File: src/rtl/stream_mux_pkg.sv
// Shared types and constants for the stream multiplexer family.
// The lock state type is only referenced when STREAM_MUX_LOCK_EN is defined.
package stream_mux_pkg;

   typedef enum logic [1:0] {IDLE, LOCK0, LOCK1} mux_state_t;

   localparam logic SEL_IN0 = 1'b0;
   localparam logic SEL_IN1 = 1'b1;

endpackage

File: src/rtl/stream_pipe_reg.sv
// Single valid/ready register stage carrying a PW-bit payload.
// Exposes adv so the upstream arbiter can steer its readies from it.
module stream_pipe_reg #(
   parameter int unsigned PW = 10
) (
   input  logic          clk,
   input  logic          rst_n,
   input  logic          in_valid,
   input  logic [PW-1:0] in_payload,
   output logic          adv,
   output logic          out_valid,
   output logic [PW-1:0] out_payload,
   input  logic          out_ready
);

   logic          valid_d;
   logic          valid_q;
   logic [PW-1:0] payload_d;
   logic [PW-1:0] payload_q;

   // The stage may take a new beat when empty or when its beat leaves this cycle.
   always_comb begin
      adv = ~valid_q | out_ready;
   end

   // Next-state of the stage; payload holds when nothing new is loaded.
   always_comb begin
      valid_d   = valid_q;
      payload_d = payload_q;
      if (adv) begin
         valid_d = in_valid;
         if (in_valid) begin
            payload_d = in_payload;
         end else begin
            payload_d = payload_q;
         end
      end else begin
         valid_d   = valid_q;
         payload_d = payload_q;
      end
   end

   // Stage register.
   always_ff @(posedge clk or negedge rst_n) begin
      if (!rst_n) begin
         valid_q   <= 1'b0;
         payload_q <= {PW{1'b0}};
      end else begin
         valid_q   <= valid_d;
         payload_q <= payload_d;
      end
   end

   assign out_valid   = valid_q;
   assign out_payload = payload_q;

endmodule

File: src/rtl/stream_mux2_rr.sv
// 2:1 round-robin stream mux with a registered output stage.
// Define STREAM_MUX_LOCK_EN to hold the grant for a whole packet (in*_last).
module stream_mux2_rr
   import stream_mux_pkg::*;
#(
   parameter int unsigned W = 8
) (
   input  logic         clk,
   input  logic         rst_n,
   input  logic         in0_valid,
   input  logic [W-1:0] in0_data,
   input  logic         in0_last,
   output logic         in0_ready,
   input  logic         in1_valid,
   input  logic [W-1:0] in1_data,
   input  logic         in1_last,
   output logic         in1_ready,
   output logic         out_valid,
   output logic [W-1:0] out_data,
   output logic         out_last,
   output logic         out_sel,
   input  logic         out_ready
);

   logic         rr_gnt_s;
   logic         gnt_s;
   logic         win_valid_s;
   logic [W-1:0] win_data_s;
   logic         win_last_s;
   logic         adv_s;
   logic         accept_s;
   logic         last_gnt_d;
   logic         last_gnt_q;
   logic [W+1:0] out_payload_s;

   // Round-robin choice; with nobody valid the value is irrelevant.
   always_comb begin
      if (in0_valid && !in1_valid) begin
         rr_gnt_s = SEL_IN0;
      end else if (in1_valid && !in0_valid) begin
         rr_gnt_s = SEL_IN1;
      end else begin
         rr_gnt_s = ~last_gnt_q;
      end
   end

`ifdef STREAM_MUX_LOCK_EN
   mux_state_t state_d;
   mux_state_t state_q;

   // Lock state register.
   always_ff @(posedge clk or negedge rst_n) begin
      if (!rst_n) begin
         state_q <= IDLE;
      end else begin
         state_q <= state_d;
      end
   end

   // Enter a lock on a non-final first beat, leave it on the owner's last beat.
   always_comb begin
      state_d = state_q;
      case (state_q)
         IDLE: begin
            if (accept_s && !win_last_s) begin
               state_d = (gnt_s == SEL_IN1) ? LOCK1 : LOCK0;
            end else begin
               state_d = IDLE;
            end
         end
         LOCK0, LOCK1: begin
            if (accept_s && win_last_s) begin
               state_d = IDLE;
            end else begin
               state_d = state_q;
            end
         end
         default: state_d = IDLE;
      endcase
   end

   // While locked the owner keeps the grant even when it has no beat.
   always_comb begin
      case (state_q)
         LOCK0:   gnt_s = SEL_IN0;
         LOCK1:   gnt_s = SEL_IN1;
         default: gnt_s = rr_gnt_s;
      endcase
   end

   // Last flag of the winning source.
   always_comb begin
      win_last_s = (gnt_s == SEL_IN1) ? in1_last : in0_last;
   end
`else
   logic unused_last_s;

   // Per-beat arbitration only.
   always_comb begin
      gnt_s      = rr_gnt_s;
      win_last_s = 1'b0;
   end

   assign unused_last_s = in0_last ^ in1_last;
`endif

   // Grant mux and handshake steering.
   always_comb begin
      win_valid_s = (gnt_s == SEL_IN1) ? in1_valid : in0_valid;
      win_data_s  = (gnt_s == SEL_IN1) ? in1_data  : in0_data;
      accept_s    = adv_s & win_valid_s;
      in0_ready   = adv_s & (gnt_s == SEL_IN0);
      in1_ready   = adv_s & (gnt_s == SEL_IN1);
   end

   // Inside a lock gnt equals the owner, so updating on every accept
   // only changes last_gnt at packet boundaries.
   always_comb begin
      if (accept_s) begin
         last_gnt_d = gnt_s;
      end else begin
         last_gnt_d = last_gnt_q;
      end
   end

   // Round-robin history; reset to 1 so source 0 wins the first contention.
   always_ff @(posedge clk or negedge rst_n) begin
      if (!rst_n) begin
         last_gnt_q <= 1'b1;
      end else begin
         last_gnt_q <= last_gnt_d;
      end
   end

   stream_pipe_reg #(
      .PW (W + 2)
   ) u_out_reg (
      .clk         (clk),
      .rst_n       (rst_n),
      .in_valid    (win_valid_s),
      .in_payload  ({win_last_s, gnt_s, win_data_s}),
      .adv         (adv_s),
      .out_valid   (out_valid),
      .out_payload (out_payload_s),
      .out_ready   (out_ready)
   );

   assign out_last = out_payload_s[W+1];
   assign out_sel  = out_payload_s[W];
   assign out_data = out_payload_s[W-1:0];

endmodule

File: config.mk
export PLATFORM = sky130hd
export DESIGN_NAME = stream_mux2_rr
export DESIGN_NICKNAME = d
export VERILOG_FILES = /design/src/rtl/stream_mux_pkg.sv /design/src/rtl/stream_pipe_reg.sv /design/src/rtl/stream_mux2_rr.sv
export SDC_FILE = /design/constraint.sdc
export NUM_CORES = 1
export LEC_CHECK = 0
export CAP_MARGIN = 20
export CORE_AREA = 2 2 45 47
export CTS_CLUSTER_SIZE = 40
export DETAILED_ROUTE_END_ITERATION = 8
export DIE_AREA = 0 0 47 49
export PLACE_DENSITY = 0.83
export SLEW_MARGIN = 20
export SYNTH_ARGS = -nofsm -noshare
export SYNTH_HDL_FRONTEND = slang
export SYNTH_SLANG_ARGS = --single-unit
File: constraint.sdc
create_clock -name clk -period 1.99 [get_ports clk]
set_input_delay 0.4975 -clock clk [delete_from_list [all_inputs] [get_ports clk]]
set_output_delay 0.4975 -clock clk [all_outputs]
set_load 0.02 [all_outputs]
# --- Yosys cells after proc, flatten, opt, wreduce, memory -nomap -nowiden ---
# Cells that the tools add are included.
classes:
  mux: 4
  bitwise_logic: 7
  n_reduce_logical: 5
ops:
  columns: ["cell", "count"]
  rows:
  - ["$mux W8", 1]
  - ["$and A1 B1 Y1", 3]
  - ["$mux W1", 3]
  - ["$not A1 Y1", 3]
  - ["$logic_and A1 B1 Y1", 2]
  - ["$logic_not A1 Y1", 2]
  - ["$reduce_and A2 Y1", 1]
  - ["$or A1 B1 Y1", 1]
totals:
  reg_bits: 11
  inputBits: 23
  output_inout_bits: 13
  elab_cells: 19

# --- Depth between registers and ports, before layout ---
logic_depth:
  word_depth: 6
  depth_mapped: 5
  mapped_depth_nobuf: 3

# --- Hierarchy ---
# Synthesis repeated with hierarchy kept, for this count alone.
hier_totals:
  hier_cells: 44
  area_unflattened_um2: 675.6
by_module_without_submodules:
  columns: ["mod", "instances", "cells_per_inst", "area_each_um2", "seq_area_each_um2"]
  rows:
  - ["stream_pipe_reg", 1, 24, 465.4, 275.3]
  - ["stream_mux2_rr", 1, 20, 210.2, 26.3]

# --- Least setup slack after synthesis ---
# OpenSTA, ideal clock, no wires.
synth_timing:
  kind: "reg2out"
  from: "register last_gnt_q"
  to: "output port in0_ready"
  t_arrival_ps: 1304
  required_ps: 1492
  setup_slack_ps: 188
  stages_incl_launch_ff: 5
  n_path_buf: 1
  cell_sequence: "dfstp_2 > buf_6 > inv_4 > maj3_2 > nor2_1"
synth_via:
  elab_chain_cells: 5
synth_rtl:
  columns: ["element", "line_no", "source"]
  rows:
  - ["start, declared", "stream_mux2_rr.sv:33", "logic last_gnt_q;"]
  - ["start signal, assigned", "stream_mux2_rr.sv:131", "last_gnt_q <= last_gnt_d;"]
  - ["$not A1 Y1", "stream_mux2_rr.sv:43", "rr_gnt_s = ~last_gnt_q;"]
  - ["$mux W1", "stream_mux2_rr.sv:40", "end else if (in1_valid && !in0_valid) begin"]
  - ["$mux W1", "stream_mux2_rr.sv:38", "if (in0_valid && !in1_valid) begin"]
  - ["$not A1 Y1", "stream_mux2_rr.sv:112", "in0_ready = adv_s & (gnt_s == SEL_IN0);"]
  - ["$and A1 B1 Y1", "stream_mux2_rr.sv:112", null]
  - ["end, declared", "stream_mux2_rr.sv:13", "output logic in0_ready,"]
# No other way between the ends.

# --- Worst setup path in the final report ---
layout_timing:
  from: "register last_gnt_q"
  to: "output port in1_ready"
layout_via:
  elab_chain_cells: 4
layout_rtl:
  columns: ["element", "line_no", "source"]
  rows:
  - ["$not A1 Y1", "stream_mux2_rr.sv:43", null]
  - ["$mux W1", "stream_mux2_rr.sv:40", null]
  - ["$mux W1", "stream_mux2_rr.sv:38", null]
  - ["$and A1 B1 Y1", "stream_mux2_rr.sv:113", "in1_ready = adv_s & (gnt_s == SEL_IN1);"]
  - ["end, declared", "stream_mux2_rr.sv:17", "output logic in1_ready,"]
# No other way between the ends.

==> impl_results.md <==
* Worst Hold Class: register to register
* Power per cell area at 762 nW/um^2
* CP required at 1.49 ns
* Sink Count at 11
* Die width at 47 um
* WS Path Type: register to output pin
* CTS tree: built
* Crit path max fanout at 4
* Vias in the first global route at 716
* Yosys reg bits at 11
* Status: finished, final reports clean
* RD Place Congestion at 0.783
* Unrepaired setup endpoints after global routing: true
* Slew @ Worst Pin at 0.525 ns
* Clock transition at the registers of the reported paths at 0.07 ns
* IO Pins at 36
* Tot Pwr at 788 uW
* Area delta synth->final at 60.4%
* Routed vias at 686
* Clk_skew at 0.00499 ns
* CTS root buffer: clkbuf_4
* Area of the multi-input gates at 302 sq um
* Most frequent cells in the layout: 28 x clkdlybuf4s50_1, 16 x o2111ai_1, 10 x dfrtp_1, 9 x buf_4
* H-Tree Depth at 1
* Fraction of layout cells with a size suffix above 1 at 0.238
* Dpl hpwl at 1480 um
* CTS Buf Count at 3
* Antenna diode count at 0
* Setup WS pre-CTS at -0.631 ns
* Worst-Skew Late Latency at 0.26 ns
* Async SR Flop Fraction at 1.00
* WL final at 1890 um
* Nets at 125
* Post-CTS Setup Inserts at 0
* Overall die area at 2300 sq um
* Sequential Power Share at 0.375
* Gate Count Post-Synth at 64
* Yosys warns at 0
* Final setup margin at 0.0381 ns
* Fin crit share at 0.981
* Netlist cell types at 20
* Initial antenna violation count at 0
* Total track usage at 0.183
* Via-to-Cell Ratio at 5.36
* Layout Cells excl Fill at 128
* Critical Path Sink Type: output pin
* Placed insts at 124
* Worst vdd ir at 0.364 mV
* Post-synth top area share at 0.388
* CTS hold repair buffers at 0
* Drt drc at 0
* Wire length per cell at 14.8 um
* Min Clock Period, post-route at 1.95 ns
* Sw Ratio at 0.344
* Setup_tns at 0 ns
* Internal power consumption at 516 uW
* First-pass GRT wire length at 2970 um
* Static Leak at 0.412 nW
* Clock Tree Buf Depth at 2
* Cell accounting for the most synthesized area: dfrtp_1
* Core box area at 1840 sq um
* Initial DRC Count at 9
* Largest net degree at the start of global routing at 18
* Combinational share of power at 0.437
* Final-layout fill cell count at 181
* Startpoint class of the critical path: register
* Slew HR at 0.649
* Worst Path Arrival at 1.45 ns
* Commonest non-fill, non-tap cell in the layout: clkdlybuf4s50_1
* Remaining Overflow, GRT at 0
* Chip height at 49 um
* Final setup fails at 0
* Register area share after synthesis at 0.429
* Number of synthesized flops with an enable pin at 0
* Clock network fraction of total power at 0.188
* Row cnt at 16
* Initial Util at 0.350
* DRT Pass-1 Iters at 4
* Fmax at 512 MHz
* Mean Syn Cell Area at 10.1 sq um
* FF/Latch Area at 277 sq um
* Mapped Area at 644 sq um
* Port Buf Inserts at 32
* Slew Viols, Final at 0
* Antenna viol nets, final at 0
* Post-synth top flop: dfrtp_1
* Sw Pwr at 271 uW
* MaxCap Viol Count at 0
* Hold Vio Cnt, Final at 0
* Largest cells by area after synthesis: dfrtp_1 39%, o2111ai_1 22%, nand3_1 6.2%
* Syn Nets at 87
sequential cells by signal (all words and copies together), names as in the netlist:
signal	cells
last_gnt_q	1
u_out_reg.out_valid	1
u_out_reg.out_payload	9
synth_stat cells (2+ instances only):
cell and instances:
dfrtp_1 10, mux2_2 2, buf_2 3, nor2_2 2, nand3_1 8, buf_6 2, buf_4 2, o21ai_0 8
o2111ai_1 16
worst max-delay path, cell delays in order (launching register included):
cell,delay (ns)
dfstp_2,0.56
inv_4,0.03
maj3_2,0.33
and2_4,0.16
buf_6,0.13
final timing paths:
path | slack [ns] | depth (start not counted) | from | endpoint
min in group asynchronous | 0.58 | 1 | rst_n | u_out_reg.out_payload[2]
min reg2reg | 0.51 | 2 | u_out_reg.out_payload[1] | u_out_reg.out_payload[1]
max in group asynchronous | 1.04 | 1 | rst_n | last_gnt_q
max | 0.04 | 4 | last_gnt_q | in1_ready
min | 0.51 | 2 | u_out_reg.out_payload[1] | u_out_reg.out_payload[1]
max reg2reg | 0.66 | 4 | u_out_reg.out_valid | u_out_reg.out_payload[8]
final cells by class:
type | instances | area share
clock buffer | 4 | 0.0254
sequential | 11 | 0.268
inverter | 3 | 0.0182
timing repair buffer | 40 | 0.364
multi-input combinational | 43 | 0.292
tap | 27 | 0.0327
routing by layer:
| metal | wire (um) | track usage | vias up |
|---|---|---|---|
| met5 | 0 | 0 | - |
| met4 | 62 | 0.120 | 0 |
| met3 | 120 | 0.0296 | 6 |
| met2 | 1000 | 0.299 | 33 |
| met1 | 700 | 0.206 | 324 |
| li1 | - | - | 323 |
logic make-up after synthesis:
group | synth area share
AO/OA/AOI/OAI | 0.280
AND/OR/NAND/NOR | 0.122
flip-flops | 0.429
buffers and inverters | 0.111
multiplexers | 0.0349
adder cells (fa/ha/maj) | 0.0175
other | 0.00582
what timing repair did:
action                                  4_1_cts  5_1_grt
gates resized for setup                      11        4
pin swaps                                     1        2
endpoints found under the setup margin        2        2
power by group through the flow:
stage / combinational [mW] / clock (mW) / sequential, mW
floorplan: 0.131 / 0 / 0.339
global placement: 0.333 / 0 / 0.296
detailed placement: 0.342 / 0 / 0.300
CTS: 0.337 / 0.153 / 0.296
global route: 0.370 / 0.163 / 0.299
finish: 0.344 / 0.148 / 0.296
stage by stage:
| stage | cell area [sq um] | util | hold WS, ns |
|---|---|---|---|
| 3_5_place_dp | 1010 | 0.546 | 0.498 |
| 2_1_floorplan | 644 | - | 0.202 |
| 4_1_cts | 1020 | 0.555 | 0.514 |
| 5_1_grt | 1030 | 0.561 | 0.541 |
| 3_3_place_gp | 1010 | 0.546 | 0.490 |
| 6_report | 1030 | 0.561 | 0.513 |
Power figures use the tool's default switching activity.
